$ cat config.mk
export PLATFORM = sky130hd
export DESIGN_NAME = rr_arbiter_8
export DESIGN_NICKNAME = d
export VERILOG_FILES = /design/src/rtl/rr_arbiter_8.sv
export SDC_FILE = /design/constraint.sdc
export NUM_CORES = 1
export LEC_CHECK = 0
export BUFFER_PORTS_ARGS = -buffer_cell sky130_fd_sc_hd__clkbuf_2
export CORE_ASPECT_RATIO = 0.8
export CORE_MARGIN = 2
export CORE_UTILIZATION = 30
export CTS_BUF_LIST = sky130_fd_sc_hd__clkbuf_2
export CTS_CLUSTER_DIAMETER = 120
export DETAILED_ROUTE_END_ITERATION = 8
export GPL_ROUTABILITY_DRIVEN = 0
export PLACE_DENSITY = 0.52
export SLEW_MARGIN = 0
export SYNTH_ARGS = -nofsm -noshare
export SYNTH_HDL_FRONTEND = slang
export SYNTH_SLANG_ARGS = --single-unit
$ cat constraint.sdc
create_clock -name clk_i -period 6.3 [get_ports clk_i]
set_input_delay 0.315 -clock clk_i [delete_from_list [all_inputs] [get_ports clk_i]]
set_output_delay 0.315 -clock clk_i [all_outputs]
set_load 0.03 [all_outputs]
$ cat src/rtl/rr_arbiter_8.sv
// rr_arbiter_8
//   Eight-way round-robin arbiter. One requester at a time owns the shared
//   resource until it releases it (done_i or request drop) or, when MAX_HOLD
//   is non-zero, until the hold timeout revokes it. After every release the
//   priority pointer moves to the requester just after the previous owner.
//
// Parameters
//   MAX_HOLD     maximum grant length in cycles, 0 disables the timeout (0..255)
//
// Ports
//   clk_i        clock, rising edge
//   rst_i        synchronous active-high reset
//   req_i[7:0]   request per requester, bit k = requester k
//   done_i       owner releases the grant (only looked at while granting)
//   gnt_o[7:0]   registered one-hot grant, zero when idle
//   gnt_idx_o    registered binary index of the owner, holds when idle
//   gnt_valid_o  registered "grant held" flag
//   timeout_o    one-cycle pulse when a grant is revoked by timeout
module rr_arbiter_8 #(
    parameter int MAX_HOLD = 16
) (
    input  logic       clk_i,
    input  logic       rst_i,
    input  logic [7:0] req_i,
    input  logic       done_i,
    output logic [7:0] gnt_o,
    output logic [2:0] gnt_idx_o,
    output logic       gnt_valid_o,
    output logic       timeout_o
);

    typedef enum logic {
        ST_IDLE  = 1'b0,
        ST_GRANT = 1'b1
    } state_t;

    // Counter value seen in the last cycle a grant may be held.
    localparam logic [7:0] HOLD_LAST = 8'(MAX_HOLD - 1);
    localparam bit         HOLD_EN   = (MAX_HOLD != 0);

    state_t     state_q, state_d;
    logic [2:0] ptr_q, ptr_d;
    logic [7:0] cnt_q, cnt_d;
    logic [7:0] gnt_q, gnt_d;
    logic [2:0] gnt_idx_q, gnt_idx_d;
    logic       gnt_valid_q, gnt_valid_d;
    logic       timeout_q, timeout_d;

    logic [15:0] req_dbl;
    logic [7:0]  req_rot;
    logic [2:0]  win_off;
    logic [2:0]  win_idx;
    logic        win_found;
    logic        release_c;
    logic        timeout_hit;

    // Winner search: rotate the requests so the pointer position lands on bit
    // 0, take the lowest set bit, then add the pointer back.
    always_comb begin
        req_dbl   = {req_i, req_i};
        req_rot   = req_dbl[ptr_q +: 8];
        win_found = |req_rot;
        win_off   = 3'd0;
        for (int i = 7; i >= 0; i--) begin
            if (req_rot[i]) begin
                win_off = 3'(i);
            end
        end
        win_idx = ptr_q + win_off;
    end

    // Owner releases voluntarily; a simultaneous timeout is treated as a
    // normal release, so the timeout only fires without a release.
    always_comb begin
        release_c   = done_i | ~req_i[gnt_idx_q];
        timeout_hit = HOLD_EN && (cnt_q == HOLD_LAST) && !release_c;
    end

    always_ff @(posedge clk_i) begin
        if (rst_i) begin
            state_q     <= ST_IDLE;
            ptr_q       <= 3'd0;
            cnt_q       <= 8'd0;
            gnt_q       <= 8'h00;
            gnt_idx_q   <= 3'd0;
            gnt_valid_q <= 1'b0;
            timeout_q   <= 1'b0;
        end else begin
            state_q     <= state_d;
            ptr_q       <= ptr_d;
            cnt_q       <= cnt_d;
            gnt_q       <= gnt_d;
            gnt_idx_q   <= gnt_idx_d;
            gnt_valid_q <= gnt_valid_d;
            timeout_q   <= timeout_d;
        end
    end

    always_comb begin
        state_d = state_q;
        case (state_q)
            ST_IDLE: begin
                if (win_found) begin
                    state_d = ST_GRANT;
                end
            end
            ST_GRANT: begin
                if (release_c || timeout_hit) begin
                    state_d = ST_IDLE;
                end
            end
            default: state_d = ST_IDLE;
        endcase
    end

    always_comb begin
        ptr_d       = ptr_q;
        cnt_d       = cnt_q;
        gnt_d       = gnt_q;
        gnt_idx_d   = gnt_idx_q;
        gnt_valid_d = gnt_valid_q;
        timeout_d   = 1'b0;
        case (state_q)
            ST_IDLE: begin
                if (win_found) begin
                    gnt_d       = 8'b1 << win_idx;
                    gnt_idx_d   = win_idx;
                    gnt_valid_d = 1'b1;
                    cnt_d       = 8'd0;
                end
            end
            ST_GRANT: begin
                cnt_d = cnt_q + 8'd1;
                if (release_c || timeout_hit) begin
                    gnt_d       = 8'h00;
                    gnt_valid_d = 1'b0;
                    // 3-bit add wraps 7 -> 0.
                    ptr_d       = gnt_idx_q + 3'd1;
                    timeout_d   = timeout_hit;
                end
            end
            default: begin
                gnt_d       = 8'h00;
                gnt_valid_d = 1'b0;
            end
        endcase
    end

    assign gnt_o       = gnt_q;
    assign gnt_idx_o   = gnt_idx_q;
    assign gnt_valid_o = gnt_valid_q;
    assign timeout_o   = timeout_q;

endmodule

==> impl_metrics.csv, run 1 <==
group,metric,value,unit
clock_tree,clk_pin_slew,230,ps
global_routing,grt_antenna_before_repair,0,
final_layout,n_antenna_cell,0,
clock_tree,cts_buffers,3,
critical_path,rr_worst_depth,11,
final_layout,final_cell_area,1870,sq um
critical_path,worst_r2r_endpoint,"gnt_o[6]",
critical_path,critPathMaxFanout,13,
clock_tree,cts-root-buf,"clkbuf_2",
critical_path,worstPathArrival,3830,ps
hold_path,holdCritPathClass,"in2reg",
critical_path,critPathSlowestCell,"dfxtp_1",
synth,synth_edf_count,0,
global_routing,grt_usage,12.2,%
power_and_ir_drop,p_per_area,236,nW/um^2
final_layout,n_fill_cell,600,
global_routing,grt_pass1_wl,6130,microns
global_routing,grt_max_degree,23,
timing,max_freq,0.284,GHz
final_layout,finalNetCount,208,
timing,setup_viol,0,
synth,yosysWarnings,0,
synth,yosys.area_share.xor_xnor,1.99,%
critical_path,path_cells,"mux4_1 > nor2b_1 > o21bai_1 > a221oi_1 > o32a_1 > ha_1 > inv_1 > fa_1 > nor4_1 > nor2b_1 > a22o_1",
synth,synthSimpleGateAreaFrac,22.2,%
synth,synth_fa_ha_area_share,3.39,%
routing,first_iter_violations,50,
power_and_ir_drop,seq_power_share,45.5,%
power_and_ir_drop,pwr-share-clk,14.4,%
routing,finalWirelength,3630,microns
clock_tree,holdBufCountCts,0,
critical_path,critical_path_buf_inv_count,1,
synth,syn_inst,173,
critical_path,critPathMaxStageDelay,760,ps
routing,vias_per_cell,5.06,
synth,synth_mux_area_share,19.4,%
timing,finalCritPeriodShare,55.9,%
clock_tree,ctsLongestPathBuffers,2,
clock_tree,insertion_delay,330,ps
floorplan,rows,24,
timing,finalWorstSetupSlack,2780,ps
critical_path,critPathRequiredTime,6600,ps
clock_tree,cts_tree,"built",
synth,synth_top_family_by_area,"simple AND/OR/NAND/NOR gates",
final_layout,final_util,34.2,%
final_layout,layout_commonest_cell,"clkbuf_2",
final_layout,drive_gt1_share,23.4,%
synth,yosys_most_used_dff,"dfxtp_1",
power_and_ir_drop,power.internal,269,uW
routing,ant_nets,0,
critical_path,reg2reg_from,"ptr_q[0]",
critical_path,crit_type,"reg2reg",
power_and_ir_drop,power.share.combinational,40.1,%
timing,relSlewSlack,57.1,%
floorplan,die_h,71.3,microns
placement,port_buffers,23,
synth,synth_cell_type_count,53,
run,cap_violations,0,
synth,synth-seq-cells,25,
clock_tree,postCtsResizedCells,0,
timing,tightestPinTransition,642,ps
hold_path,worstHoldStart,"done_i",
synth,netlist_area,1700,sq um
timing,slew_violations,0,
routing,vias,1366,
floorplan,die_area,6280,sq um
floorplan,die_x,88.1,microns
final_layout,area_growth,10.1,%
global_routing,grt_pass1_vias,1254,
floorplan,start_util,31.1,%
synth,yosysSeqAreaShare,29.5,%
hold_path,min_to,"timeout_o",
global_routing,gr-total-overflow,0,
placement,pre_cts_ws,2760,ps
final_layout,layout_common_cells,"clkbuf_2 (27), dfxtp_1 (25), nor2_1 (20)",
critical_path,path_delay_family,"flip-flops",
clock_tree,cts_htree_levels,1,
critical_path,path_common_cell,"nor2b_1",
synth,avgSynthCellArea,9.81,sq um
synth,synth-compound-area-share,18.4,%
timing,final_hold_viol_count,0,
routing,drc,0,
placement,place_area,1850,sq um
power_and_ir_drop,p_sw,172,uW
critical_path,worstSetupStartpointType,"flop",
floorplan,coreArea,5470,sq um
routing,routedWlPerCell,13.4,microns
power_and_ir_drop,swShare,39.0,%
timing,rsz0062_at_grt,"no",
outcome,outcome,"complete, no violations",
critical_path,rrSetupSlack,2780,ps
clock_tree,post-cts-setup-buffers,0,
synth,syn_nets,188,
routing,dr.pass1.iters,4,
synth,synthArstFlopShare,0,%
timing,tns,0,ps
clock_tree,clock_sinks,25,
power_and_ir_drop,ir_drop,0.148,mV
placement,dp_hpwl,2670,microns
power_and_ir_drop,power_leakage,0.658,nW
floorplan,io_pins,24,
hold_path,holdPathStages,4,
timing,fin_worst_skew,1.72,ps
critical_path,end_kind,"flop",
timing,period_needed,3520,ps
==> cells by family after synthesis <==
family                   after synthesis
AND/OR/NAND/NOR                       70
flip-flops                            25
adder cells (fa/ha/maj)                4
AO/OA/AOI/OAI                         39
XOR/XNOR                               3
buffers and inverters                 15
multiplexers                          17
==> sequential cells by signal (all words and copies together), names as in the netlist <==
register and cells:
gnt_o 8, ptr_q 3, timeout_o 1, gnt_idx_o 3, cnt_q 8, gnt_valid_o 1, state_q 1
==> worst max-delay path by stage <==
stage                   from  endpoint  depth (start not counted)
detailed placement  ptr_q[0]  gnt_o[6]                         11
finish              ptr_q[0]  gnt_o[6]                         11
global placement    ptr_q[0]  gnt_o[4]                         10
CTS                 ptr_q[0]  gnt_o[6]                         11
floorplan           ptr_q[0]  gnt_o[2]                         12
global route        ptr_q[0]  gnt_o[2]                         11
==> worst min-delay path: stages <==
cell	delay, ps
clkbuf_2	90
nor2_1	60
nand2_1	60
nor3_1	50
==> layer usage <==
metal,GRT usage (%),part of all wire (%)
met5,0,0
met4,2.02,0.52
met3,2.76,2.5
met2,17.2,42
met1,19.2,55
==> cell usage after synthesis (4+ instances only) <==
| cell type | count | share of area (%) |
|---|---|---|
| mux2i_1 | 4 | 2.4 |
| dfxtp_1 | 25 | 29 |
| a21oi_1 | 12 | 3.5 |
| or2_2 | 6 | 2.2 |
| nand3_1 | 9 | 2.7 |
| mux4_1 | 8 | 12 |
| nand2_1 | 8 | 1.8 |
| a22o_1 | 4 | 2.1 |
| nor3_1 | 5 | 1.5 |
| nor2_1 | 20 | 4.4 |
| inv_1 | 7 | 1.5 |
| o2bb2ai_1 | 4 | 2.1 |
==> layout make-up <==
| cell class | count | area [sq um] | share of cell area [%] |
|---|---|---|---|
| Timing Repair Buffer | 23 | 115 | 6.16 |
| Clock buffer | 4 | 20.0 | 1.07 |
| Tap cell | 78 | 97.6 | 5.22 |
| Sequential cell | 25 | 500 | 26.8 |
| Multi-Input combinational cell | 133 | 1110 | 59.4 |
| Inverter | 7 | 26.3 | 1.41 |
==> power groups by stage <==
stage	clock, mW	sequential [mW]	combinational (mW)
6_report	0.0633	0.201	0.177
5_1_grt	0.0741	0.204	0.195
4_1_cts	0.0684	0.201	0.179
3_5_place_dp	0	0.204	0.179
3_3_place_gp	0	0.204	0.179
2_1_floorplan	0	0.213	0.129
==> metrics by stage <==
step	hold WS, ps	power, mW	instances
2_1_floorplan	452	0.342	173
4_1_cts	211	0.449	270
3_3_place_gp	450	0.383	266
3_5_place_dp	445	0.383	266
5_1_grt	206	0.473	270
6_report	244	0.441	270
Power figures use the tool's default switching activity.
==> run 2: changes to the inputs <==
Settings changed: ABC_AREA set to 1, PLACE_DENSITY 0.52 to 0.54.
Clock period 6.3 ns to 3.2 ns, I/O delays scaled along.
==> run 2 against run 1 <==
Effect of this change: critical endpoint is now gnt_o[4]; critical path depth rose by 6; power rose to 3.1 times the previous value; fmax rose by 24%; clock skew rose by 7.2 ps; clock-buffer cell count did not move; sequential share of layout area fell by 2.3 points; global-route usage rose by 0.81 points; register-to-register slack got worse by 2400 ps; final area rose by 11%; clock power rose by 96%; sequential cell count did not move.
==> impl_metrics.csv, run 2 <==
group,metric,value,unit
outcome,outcome,"complete, no violations",
synth,ys_top_cells_by_area,"dfxtp_1 (26%), nand2_1 (11%), nand3_2 (7.4%)",
synth,synth-seq-cells,25,
timing,finalCritPeriodShare,89.0,%
synth,yosys_most_used_dff,"dfxtp_1",
floorplan,coreArea,6010,sq um
critical_path,worstPathArrival,3140,ps
global_routing,grt_antenna_before_repair,0,
synth,netlist_area,1900,sq um
timing,slew_violations,0,
routing,routedWlPerCell,11.7,microns
synth,syn_nets,276,
final_layout,finalNetCount,296,
synth,avgSynthCellArea,7.27,sq um
synth,yosys.area.top_type_share,26.4,%
routing,vias_per_cell,4.72,
clock_tree,clk_pin_slew,230,ps
timing,setup_viol,0,
final_layout,layout_commonest_cell,"nand2_1",
critical_path,crit_type,"reg2reg",
floorplan,die_area,6980,sq um
timing,final_hold_viol_count,0,
global_routing,grt_pass1_wl,7310,microns
critical_path,rr_worst_depth,17,
final_layout,n_antenna_cell,0,
clock_tree,holdBufCountCts,0,
final_layout,drive_gt1_share,28.9,%
floorplan,die_x,92.9,microns
critical_path,critPathMaxStageDelay,550,ps
critical_path,worstSetupStartpointType,"flop",
critical_path,path_cells,"inv_4 > nand3_1 > nand3_1 > nand2_1 > a21oi_1 > o21ai_0 > nand2_1 > a21boi_0 > ha_1 > inv_1 > fa_1 > inv_1 > nor2_1 > inv_1 > nor2_1 > nand3_1 > a21oi_2",
placement,place_inst,357,
clock_tree,cts_buffers,3,
hold_path,holdCritPathClass,"in2reg",
global_routing,grt_usage,13.0,%
synth,netlist_top_cells_count,"nand2_1 (58), nor2_1 (30), dfxtp_1 (25)",
hold_path,holdPathStages,4,
hold_path,min_to,"timeout_o",
power_and_ir_drop,ir_drop,0.272,mV
floorplan,die_h,75.1,microns
final_layout,layout.cells.non_filler,361,
routing,finalWirelength,4210,microns
power_and_ir_drop,power.share.combinational,58.6,%
clock_tree,insertion_delay,340,ps
power_and_ir_drop,p_sw,707,uW
critical_path,critPathMaxFanout,10,
hold_path,worstHoldStart,"done_i",
synth,yosysWarnings,0,
critical_path,path_delay_family,"adder cells",
final_layout,layout_common_cells,"nand2_1 (58), nor2_1 (30), clkbuf_2 (27)",
clock_tree,cts-root-buf,"clkbuf_2",
routing,vias,1704,
routing,drc,0,
routing,first_iter_violations,113,
timing,tns,0,ps
synth,synth_cell_type_count,39,
synth,syn_inst,261,
routing,ant_nets,0,
synth,synth_edf_count,0,
critical_path,critPathRequiredTime,3490,ps
critical_path,critical_path_buf_inv_count,4,
placement,place_area,2040,sq um
critical_path,worst_r2r_endpoint,"gnt_o[4]",
synth,synth_largest_area_cell,"dfxtp_1",
final_layout,final_cell_area,2070,sq um
floorplan,rows,25,
global_routing,gr-total-overflow,0,
placement,port_buffers,23,
power_and_ir_drop,power.internal,657,uW
clock_tree,post-cts-setup-buffers,0,
clock_tree,ctsLongestPathBuffers,2,
run,cap_violations,0,
timing,rsz0062_at_grt,"no",
critical_path,critPathSlowestCell,"fa_1",
global_routing,grt_pass1_vias,1545,
clock_tree,cts_tree,"built",
power_and_ir_drop,p_per_area,659,nW/um^2
clock_tree,clock_sinks,25,
placement,dp_hpwl,3350,microns
clock_tree,cts_htree_levels,1,
power_and_ir_drop,seq_power_share,32.3,%
final_layout,area_growth,9.04,%
timing,fin_worst_skew,8.95,ps
synth,synthArstFlopShare,0,%
synth,synth.most_common_cell,"nand2_1",
power_and_ir_drop,power_leakage,0.922,nW
timing,max_freq,0.351,GHz
power_and_ir_drop,swShare,51.8,%
final_layout,final_util,34.4,%
timing,period_needed,2850,ps
routing,dr.pass1.iters,4,
timing,tightestPinTransition,549,ps
critical_path,rrSetupSlack,350,ps
synth,yosysSeqAreaShare,26.4,%
global_routing,grt_max_degree,17,
power_and_ir_drop,pwr-share-clk,9.1,%
floorplan,io_pins,24,
timing,relSlewSlack,63.3,%
clock_tree,postCtsResizedCells,0,
critical_path,end_kind,"flop",
floorplan,start_util,31.6,%
critical_path,reg2reg_from,"ptr_q[1]",
run 2: cell count changes after synthesis, moves of 5 or more:
| cell | delta |
|---|---|
| nand2_1 | +50 |
| nand3_1 | +15 |
| nand3_2 | +14 |
| inv_1 | +12 |
| nand2_4 | +11 |
| nor2_1 | +10 |
| o21ai_0 | +9 |
| mux4_1 | -8 |
| a21oi_2 | +6 |
| nand2_2 | +6 |
| or2_2 | -5 |
run 2: kinds of logic (layout without fill, tap and decap cells):
kind of cell	Yosys count	in the layout	share of synthesized area, %
AO/OA/AOI/OAI	35	35	11.5
XOR/XNOR	2	2	0.924
adder cells (fa/ha/maj)	4	4	3.03
buffers and inverters	32	51	9.43
flip-flops	25	25	26.4
multiplexers	1	1	0.528
AND/OR/NAND/NOR	162	162	48.2
run 2: through the flow:
stage	setup slack [ps]	total power, mW	hold slack, ps
floorplan	654	1.10	222
global placement	198	1.25	449
detailed placement	53.1	1.25	444
CTS	53.4	1.38	44.5
global route	68.8	1.51	40.9
finish	352	1.36	66.2
run 2: power groups by stage:
| stage | Sequential [mW] | Combinational, mW | Clock [mW] |
|---|---|---|---|
| 2_1_floorplan | 0.485 | 0.615 | 0 |
| 3_3_place_gp | 0.446 | 0.803 | 0 |
| 3_5_place_dp | 0.445 | 0.804 | 0 |
| 4_1_cts | 0.439 | 0.808 | 0.135 |
| 5_1_grt | 0.451 | 0.912 | 0.149 |
| 6_report | 0.440 | 0.800 | 0.124 |
run 2: final cells by class:
cell class | count | area [sq um]
fillers | 686 | 3940
multi-input cells | 204 | 1220
flip-flops and latches | 25 | 505
repair buffers | 24 | 123
inverters | 23 | 101
well taps | 81 | 101
clock buffers | 4 | 20.0
run 2: worst min-delay path, stage by stage:
cell      delay [ps]
clkbuf_2          70
inv_1             40
nand3_1           70
nor4_1            40
run 2: layer usage:
layer	global-route usage [%]	vias up	part of all wire [%]
met3	2.70	2	3.5
met4	1.96	0	0.31
li1	-	901	-
met1	18.7	777	55
met5	0	-	0
met2	20.5	24	42
run 2: how the worst max path moves through the flow:
stage	depth (start not counted)	endpoint	from	slack, ps
2_1_floorplan	20	gnt_o[5]	ptr_q[0]	650
3_3_place_gp	19	gnt_o[4]	ptr_q[0]	200
3_5_place_dp	19	gnt_o[5]	ptr_q[0]	50
4_1_cts	19	gnt_o[5]	ptr_q[0]	50
5_1_grt	19	gnt_o[4]	ptr_q[0]	70
6_report	17	gnt_o[4]	ptr_q[1]	350
